===== src/rtl/vadd_cmd_dispatch.sv =====
// Vector-add command dispatcher.
// Queues host commands in a small FIFO, launches them one at a time into the
// vector-add compute FSM, holds operands for the whole run and returns a
// tagged completion record. Zero-length commands complete without a launch.
module vadd_cmd_dispatch #(
    parameter int ADDR_WIDTH = 13,
    parameter int LEN_WIDTH  = 23,
    parameter int TAG_WIDTH  = 4,
    parameter int FIFO_DEPTH = 4
) (
    input  logic                  clk,
    input  logic                  rst,
    input  logic                  cmd_valid,
    output logic                  cmd_ready,
    input  logic [ADDR_WIDTH-1:0] cmd_addr_a,
    input  logic [ADDR_WIDTH-1:0] cmd_addr_b,
    input  logic [ADDR_WIDTH-1:0] cmd_addr_out,
    input  logic [LEN_WIDTH-1:0]  cmd_len,
    input  logic [TAG_WIDTH-1:0]  cmd_tag,
    output logic                  start,
    output logic [ADDR_WIDTH-1:0] addr_a_vadd,
    output logic [ADDR_WIDTH-1:0] addr_b_vadd,
    output logic [ADDR_WIDTH-1:0] addr_out_vadd,
    output logic [LEN_WIDTH-1:0]  len_vadd,
    input  logic                  compute_done,
    output logic                  cpl_valid,
    input  logic                  cpl_ready,
    output logic [TAG_WIDTH-1:0]  cpl_tag,
    output logic [1:0]            cpl_status,
    output logic                  busy,
    output logic [15:0]           done_count
);

    localparam int PTR_W = $clog2(FIFO_DEPTH);
    localparam int CNT_W = PTR_W + 1;
    localparam int ENT_W = 3 * ADDR_WIDTH + LEN_WIDTH + TAG_WIDTH;

    localparam logic [1:0] STATUS_EXEC = 2'd0;
    localparam logic [1:0] STATUS_SKIP = 2'd1;

    typedef enum logic [1:0] {
        IDLE   = 2'd0,
        LAUNCH = 2'd1,
        RUN    = 2'd2,
        REPORT = 2'd3
    } state_t;

    state_t state, state_nxt;

    logic [ENT_W-1:0]      fifo_mem [FIFO_DEPTH];
    logic [PTR_W-1:0]      wr_ptr;
    logic [PTR_W-1:0]      rd_ptr;
    logic [CNT_W-1:0]      fifo_cnt;
    logic                  fifo_full;
    logic                  fifo_empty;
    logic                  push;
    logic                  pop;
    logic                  cpl_hs;
    logic                  retire;
    logic [ENT_W-1:0]      head;
    logic [ADDR_WIDTH-1:0] head_a;
    logic [ADDR_WIDTH-1:0] head_b;
    logic [ADDR_WIDTH-1:0] head_out;
    logic [LEN_WIDTH-1:0]  head_len;
    logic [TAG_WIDTH-1:0]  head_tag;
    logic                  head_zero;
    logic [TAG_WIDTH-1:0]  run_tag;

    assign fifo_full  = (fifo_cnt == CNT_W'(FIFO_DEPTH));
    assign fifo_empty = (fifo_cnt == '0);
    assign cmd_ready  = !fifo_full;
    assign push       = cmd_valid && !fifo_full;

    // The cycle right after a completion handshake is a settle cycle: the
    // compute FSM gets one idle cycle before the next launch.
    assign pop        = (state == IDLE) && !fifo_empty && !retire;
    assign cpl_hs     = (state == REPORT) && cpl_ready;

    assign head = fifo_mem[rd_ptr];
    assign {head_a, head_b, head_out, head_len, head_tag} = head;
    assign head_zero = (head_len == '0);

    assign start     = (state == LAUNCH);
    assign cpl_valid = (state == REPORT);
    assign busy      = (state != IDLE) || !fifo_empty;

    // Command storage; contents are don't-care until written, so no reset.
    always_ff @(posedge clk) begin
        if (push) begin
            fifo_mem[wr_ptr] <= {cmd_addr_a, cmd_addr_b, cmd_addr_out, cmd_len, cmd_tag};
        end
    end

    // FIFO pointers and occupancy; a simultaneous push and pop leaves the count alone.
    always_ff @(posedge clk) begin
        if (rst) begin
            wr_ptr   <= '0;
            rd_ptr   <= '0;
            fifo_cnt <= '0;
        end else begin
            if (push) begin
                wr_ptr <= wr_ptr + PTR_W'(1);
            end
            if (pop) begin
                rd_ptr <= rd_ptr + PTR_W'(1);
            end
            case ({push, pop})
                2'b10:   fifo_cnt <= fifo_cnt + CNT_W'(1);
                2'b01:   fifo_cnt <= fifo_cnt - CNT_W'(1);
                default: fifo_cnt <= fifo_cnt;
            endcase
        end
    end

    // State register plus the one-cycle post-handshake settle flag.
    always_ff @(posedge clk) begin
        if (rst) begin
            state  <= IDLE;
            retire <= 1'b0;
        end else begin
            state  <= state_nxt;
            retire <= cpl_hs;
        end
    end

    // Next-state logic; compute_done only matters while a run is in flight.
    always_comb begin
        state_nxt = state;
        unique case (state)
            IDLE: begin
                if (pop) begin
                    state_nxt = head_zero ? REPORT : LAUNCH;
                end
            end
            LAUNCH: begin
                state_nxt = RUN;
            end
            RUN: begin
                if (compute_done) begin
                    state_nxt = REPORT;
                end
            end
            REPORT: begin
                if (cpl_ready) begin
                    state_nxt = IDLE;
                end
            end
            default: begin
                state_nxt = IDLE;
            end
        endcase
    end

    // Operand hold registers; loaded only when a non-zero command is launched.
    always_ff @(posedge clk) begin
        if (rst) begin
            addr_a_vadd   <= '0;
            addr_b_vadd   <= '0;
            addr_out_vadd <= '0;
            len_vadd      <= '0;
        end else if (pop && !head_zero) begin
            addr_a_vadd   <= head_a;
            addr_b_vadd   <= head_b;
            addr_out_vadd <= head_out;
            len_vadd      <= head_len;
        end
    end

    // Tag of the command currently in flight, echoed at completion.
    always_ff @(posedge clk) begin
        if (pop) begin
            run_tag <= head_tag;
        end
    end

    // Completion record: skipped commands report immediately, executed ones on done.
    always_ff @(posedge clk) begin
        if (rst) begin
            cpl_tag    <= '0;
            cpl_status <= STATUS_EXEC;
        end else if (pop && head_zero) begin
            cpl_tag    <= head_tag;
            cpl_status <= STATUS_SKIP;
        end else if ((state == RUN) && compute_done) begin
            cpl_tag    <= run_tag;
            cpl_status <= STATUS_EXEC;
        end
    end

    // Completed-command counter; wraps naturally at 16 bits.
    always_ff @(posedge clk) begin
        if (rst) begin
            done_count <= '0;
        end else if (cpl_hs) begin
            done_count <= done_count + 16'd1;
        end
    end

endmodule


===== config.mk =====
export PLATFORM = sky130hd
export DESIGN_NAME = vadd_cmd_dispatch
export DESIGN_NICKNAME = d
export VERILOG_FILES = /design/src/rtl/vadd_cmd_dispatch.sv
export SDC_FILE = /design/constraint.sdc
export NUM_CORES = 1
export LEC_CHECK = 0
export ABC_AREA = 1
export CAP_MARGIN = 20
export CORE_AREA = 5 5 221 223
export CTS_CLUSTER_SIZE = 16
export DETAILED_ROUTE_END_ITERATION = 8
export DIE_AREA = 0 0 226 228
export DONT_BUFFER_PORTS = 1
export GPL_ROUTABILITY_DRIVEN = 0
export PLACE_DENSITY = 0.41
export SLEW_MARGIN = 10
export SYNTH_ARGS = -nofsm -noshare
export SYNTH_HDL_FRONTEND = slang
export SYNTH_SLANG_ARGS = --single-unit

===== constraint.sdc =====
create_clock -name clk -period 5.6 [get_ports clk]
set_input_delay 0.84 -clock clk [delete_from_list [all_inputs] [get_ports clk]]
set_output_delay 0.84 -clock clk [all_outputs]
set_load 0.02 [all_outputs]

* Word level (Yosys, flattened, before mapping)
Memories as Yosys holds them, arrays and structs flattened. A register that Yosys moved wholly into a read port is not among the register bits.
Index checks and enable logic that the tools add are counted.
** Operators by class
- Eq/ne operators :: 9
- Reductions and logical operators :: 19
- $add $sub $neg :: 5
- Multiplexer cells :: 14
** Operators by type and width (number)
- logical NOT 23 bit :: 1
- adder 16 x 1 -> 16 bit (second input constant) :: 1
- 2-to-1 mux 2 bit :: 6
- 2-to-1 mux 4 bit :: 2
- one-hot mux 2 bit (4 select lines) :: 1
- logical AND 1 bit :: 7
- equality test 2 bit (second input constant) :: 3
- one-hot mux 3 bit (2 select lines) :: 1
- nonzero test 2 bit :: 3
- adder 2 x 1 -> 2 bit (second input constant) :: 2
- equality test 2 x 1 -> 1 bit (second input constant) :: 2
- logical NOT 1 bit :: 4
- 2-to-1 mux 1 bit :: 4
- inequality test 2 bit (second input constant) :: 2
- adder 3 x 1 -> 3 bit (second input constant) :: 1
- equality test 3 bit (second input constant) :: 1
- logical NOT 3 bit :: 1
- AND reduction 3 bit :: 1
- subtractor 3 x 1 -> 3 bit (second input constant) :: 1
- logical NOT 2 bit :: 1
- inequality test 2 x 1 -> 1 bit (second input constant) :: 1
- logical OR 1 bit :: 1
** Storage, ports and cells
- Memories kept :: 1
- Input bits :: 71
- Bits in registers :: 97
- Memory bits (writable) :: 264
** Memory list
- fifo_mem :: words 4, width 66, read ports 1, clocked after memory_dff 1, write ports 1, line 50 : logic [ENT_W-1:0] fifo_mem [FIFO_DEPTH];

* Longest topological paths before layout
- Depth after elaboration :: 6
- Gate-level depth with buffers :: 16
- Depth with buffers taken out :: 13

* Worst setup path before layout
OpenSTA, ideal clock, no wires.
- Path kind :: input to register
- From :: in cmd_valid
- To :: mem fifo_mem[0][0] in the netlist's numbering (enable)
- Arrival :: 3.782 ns
- Path buffers :: 0
- Required time :: 5.109 ns
- Cell stages on the path :: 2
- Path slack :: 1.327 ns
- Library setup time :: 0.491 ns
- Cell sequence :: nand2_1 -> nor2_1
** Between the ends
- Cells in the longest elaborated chain, start to end :: 3
** Ends and longest elaborated chain
- start: declaration :: line 13 : input logic cmd_valid,
- logical AND 1 bit :: line 72 : assign push = cmd_valid && !fifo_full;
- 2-to-1 mux 1 bit :: line 89 : if (push) begin
- 2-to-1 mux 1 bit (not written as such) :: line 90 : fifo_mem[wr_ptr] <= {cmd_addr_a, cmd_addr_b, cmd_addr_out, cmd_len, cmd_tag};
- end: declaration :: line 50
No other way between the ends.

==> qor.log <==
[clock_tree] post-CTS setup buffer count 0
[yosys] post-synthesis instance total 1204
[setup_path] category of the worst setup path launch point flip-flop
[power] Static Leak 5.540 nW
[detailed_routing] final routed DRC violation total 0
[global_route] met3 global-route usage 5.214%
[global_route] met1 Usage GRT 16.91%
[power] largest voltage drop on the vdd net 0.3628 mV
[status] status complete, no violations
[global_route] via count of the first global-routing pass 8469
[power] share of total power in sequential cells 45.0%
[timing] setup repair after global routing missed its margin no
[layout] post-route cell area 0.01592 mm^2
[detailed_routing] average wire per standard cell 19.54 um
[power] net load switching power 0.003130 W
[clock_tree] number of buffers added to fix hold violations after cts 0
[yosys] flip-flop and latch count after synthesis 363
[power] proportion of total power due to net switching 35.27%
[yosys] Distinct cells, synth 33
[power] power per unit of standard cell area 557.4 mW/mm^2
[detailed_routing] Detailed Routing Iterations Pass 1 4
[timing] Tightest Pin Transition 1003 ps
[detailed_routing] total via count in the routed design 8595
[timing] fraction of the cycle the final worst path needs 61.31%
[placed_design] hpwl dp 20130 um
[clock_tree] clock-pin slew on the worst setup and hold paths 60 ps
[floorplanning] Site Rows 79
[global_route] wire length of the first global-routing pass 54280 um
[yosys] Seq/Total Area, Yosys 72.09%
[timing] maximum clock frequency 291.2 MHz
[yosys] Yosys warning count 0
[floorplanning] top-level port count 159
[detailed_routing] routed vias/inst 4.666
[timing] Setup Total Neg Slack 0 ps
[power] combinational fraction of design power 22.3%
[global_route] initial antenna violation count 0
[layout] share of cells above drive strength 1 8.583%
[setup_path] classification of the worst setup path flip-flop to flip-flop
[timing] final hold viol count 0
[hold_path] class of the worst hold path input pin to flip-flop
[global_route] maximum number of pins on one net before global-route repair 83
[clock_tree] buffer depth of the longest clock path 3
[clock_tree] Resized Gates After CTS 0
[clock_tree] buffer type at the clock tree root sky130_fd_sc_hd__clkbuf_16
[timing] final worst clock skew 23.98 ps
[power] Power Internal 0.005745 W
[setup_path] WP data arrival 3920 ps
[setup_path] data required time at the worst endpoint 6090 ps
[clock_tree] clock latency at the later pin of the worst-skew pair 560 ps
[layout] number of nets in the finished design 1283
[floorplanning] die span in y 228 um
[timing] minimum clock period 3434 ps
[timing] number of max-slew violations in the final report 0
[clock_tree] number of buffers added by the clock tree synthesis step 44
[clock_tree] clock tree from TritonCTS built
[power] Final Total Pwr 0.008876 W
[detailed_routing] Routed Antenna Nets 0
[detailed_routing] First DRT Iteration DRCs 503
[yosys] synthesized area per cell 11.46 um^2
[power] proportion of power drawn by the clock network 32.7%
[setup_path] largest fanout of any net on the critical path 62
[placed_design] pre-CTS setup slack 2024 ps
[timing] final setup fails 0
[clock_tree] clk sink count 363
[floorplanning] die outline area 0.05153 mm^2
[yosys] Mapped Area 0.01380 mm^2
[floorplanning] effective utilization at floorplan 29.77%
[timing] worst-case headroom to the max-slew limit 33.11%
[global_route] met2 layer usage reported by global route 22.50%
[placed_design] placement-stage cell area 0.01441 mm^2
[timing] Worst Slack Setup Final 2166 ps
[floorplanning] placeable core region 0.04636 mm^2
[global_route] Congestion Overflow GR 0
[placed_design] quantity of I/O buffers inserted on ports 0
[run] number of violations of the max-capacitance limit 0
[detailed_routing] Routed WL 35990 um
[layout] antenna cells 0
[layout] synthesis-to-layout area growth 15.37%
[global_route] GRT Total Usage 13.70%
[floorplanning] width of the chip 226 um
[clock_tree] H-tree level count 2
[yosys] net count of the mapped netlist 1287
[hold_path] beginning of the worst hold path rst
[global_route] busiest metal layer after global routing met2
[setup_path] endpoint type of the worst setup path flip-flop
[worst max-delay path, stage by stage, from the launching register on]
cell and delay (ps):
sky130_fd_sc_hd__dfxtp_2 750, sky130_fd_sc_hd__inv_2 520, sky130_fd_sc_hd__o211ai_1 240, sky130_fd_sc_hd__nand2_1 130, sky130_fd_sc_hd__nor2_1 170, sky130_fd_sc_hd__nand2_1 100
sky130_fd_sc_hd__nor2_4 220, sky130_fd_sc_hd__nand2_2 90, sky130_fd_sc_hd__nand2_4 70, sky130_fd_sc_hd__buf_4 670, sky130_fd_sc_hd__o21ai_0 220, sky130_fd_sc_hd__nor2_1 140
[layout by cell type (no fill, tap or decap), types with 2 or more instances in the layout]
cell                           n
sky130_fd_sc_hd__a21oi_1      44
sky130_fd_sc_hd__buf_4        16
sky130_fd_sc_hd__bufinv_16     3
sky130_fd_sc_hd__clkbuf_1      7
sky130_fd_sc_hd__clkbuf_16    49
sky130_fd_sc_hd__clkbuf_8      4
sky130_fd_sc_hd__clkinv_2     13
sky130_fd_sc_hd__clkinvlp_4    3
sky130_fd_sc_hd__dfxtp_1      93
sky130_fd_sc_hd__edfxtp_1    268
sky130_fd_sc_hd__ha_1         11
sky130_fd_sc_hd__inv_1        37
sky130_fd_sc_hd__inv_2         2
sky130_fd_sc_hd__inv_6         2
sky130_fd_sc_hd__nand2_1     163
sky130_fd_sc_hd__nand3_1      52
sky130_fd_sc_hd__nand4_1       8
sky130_fd_sc_hd__nor2_1      226
sky130_fd_sc_hd__nor2_4        5
sky130_fd_sc_hd__nor3_1        4
sky130_fd_sc_hd__o21ai_0     134
sky130_fd_sc_hd__o21ai_1      30
sky130_fd_sc_hd__o22ai_1      43
[power groups by stage]
stage / clock, W / sequential (W) / combinational (W)
2_1_floorplan: 0 / 0.00390 / 0.00154
3_3_place_gp: 0 / 0.00407 / 0.00202
3_5_place_dp: 0 / 0.00407 / 0.00205
4_1_cts: 0.00300 / 0.00402 / 0.00205
5_1_grt: 0.00312 / 0.00406 / 0.00229
6_report: 0.00291 / 0.00399 / 0.00198
[area by class of cell]
type | count | area [um^2]
Fill cell | 4597 | 30440
Sequential cell | 363 | 9955
Multi-Input combinational cell | 734 | 3417
Clock buffer | 60 | 1308
Tap cell | 607 | 759.5
Clock inverter | 21 | 206.4
Inverter | 41 | 157.7
Timing Repair Buffer | 16 | 120.1
[per-stage QoR]
stage | utilization [%] | hold WS (ps) | std cells
after global routing | 34.35 | 323.1 | 1842
after CTS | 34.35 | 309.4 | 1842
after floorplan | - | 436.2 | 1204
after global placement | 31.08 | 440.6 | 1761
after detailed placement | 31.08 | 461.7 | 1761
final | 34.35 | 355.2 | 1842
[synthesized netlist by cell type]
cell type                    n  area share (%)
sky130_fd_sc_hd__buf_4       6            0.33
sky130_fd_sc_hd__xnor2_1     1           0.063
sky130_fd_sc_hd__o21ai_0   134             4.9
sky130_fd_sc_hd__nor2_4      1           0.082
sky130_fd_sc_hd__nand2_1   163             4.4
sky130_fd_sc_hd__buf_1       2           0.054
sky130_fd_sc_hd__inv_1      37             1.0
sky130_fd_sc_hd__fa_1        1            0.15
sky130_fd_sc_hd__o21ai_1    30             1.1
sky130_fd_sc_hd__dfxtp_1    95              14
sky130_fd_sc_hd__o211ai_1    1           0.054
sky130_fd_sc_hd__nor3_1      5            0.18
sky130_fd_sc_hd__a211oi_1    1           0.054
sky130_fd_sc_hd__nand3_1    52             1.9
sky130_fd_sc_hd__edfxtp_1  268              58
sky130_fd_sc_hd__nor2_2      1           0.045
sky130_fd_sc_hd__ha_1       11             1.0
sky130_fd_sc_hd__a21oi_1    44             1.6
sky130_fd_sc_hd__conb_1      1           0.027
sky130_fd_sc_hd__inv_2       4            0.11
sky130_fd_sc_hd__nand2_2     1           0.045
sky130_fd_sc_hd__o21bai_1    1           0.054
sky130_fd_sc_hd__o22ai_1    43             1.9
sky130_fd_sc_hd__nand3b_1    1           0.054
sky130_fd_sc_hd__nor2_1    230             6.3
sky130_fd_sc_hd__buf_2      19            0.69
sky130_fd_sc_hd__nand4_1     8            0.36
sky130_fd_sc_hd__o21ba_2     1           0.073
sky130_fd_sc_hd__buf_6       3            0.24
sky130_fd_sc_hd__xor2_1      1           0.063
sky130_fd_sc_hd__clkbuf_1   36            0.98
sky130_fd_sc_hd__nor3b_1     1           0.054
sky130_fd_sc_hd__nand2_4     1           0.082
[registers in the layout, indices dropped and copies added (netlist names), named ones only]
| signal | flops |
|---|---|
| state | 2 |
| fifo_mem | 264 |
| done_count | 16 |
| addr_b_vadd | 13 |
| addr_a_vadd | 13 |
| cpl_tag | 4 |
| addr_out_vadd | 13 |
| run_tag | 4 |
| retire | 1 |
| cpl_status | 1 |
| rd_ptr | 2 |
| wr_ptr | 2 |
| fifo_cnt | 3 |
| len_vadd | 23 |
[cell families after synthesis]
kind of cell	synth area share, %
compound gates	9.727
xor+xnor	0.1269
fa+ha+maj	1.142
buf+inv	3.408
flops	72.09
other cells	0.02717
simple gates	13.48
[per-layer routing]
metal  vias up  share of wire (%)
met5         -                  0
met4         0                2.0
met3        56                8.3
met2       186                 48
met1      4148                 42
li1       4205                  -
[path summary, 6_finish.rpt]
kind	endpoint	slack [ps]	cells past startpoint
max	addr_b_vadd[3]	2170	11
min reg2reg	flip-flop	470	2
max reg2reg	addr_b_vadd[3]	2170	11
min	cpl_status[0]	360	1
No activity file was read; power rests on OpenSTA's default activity.
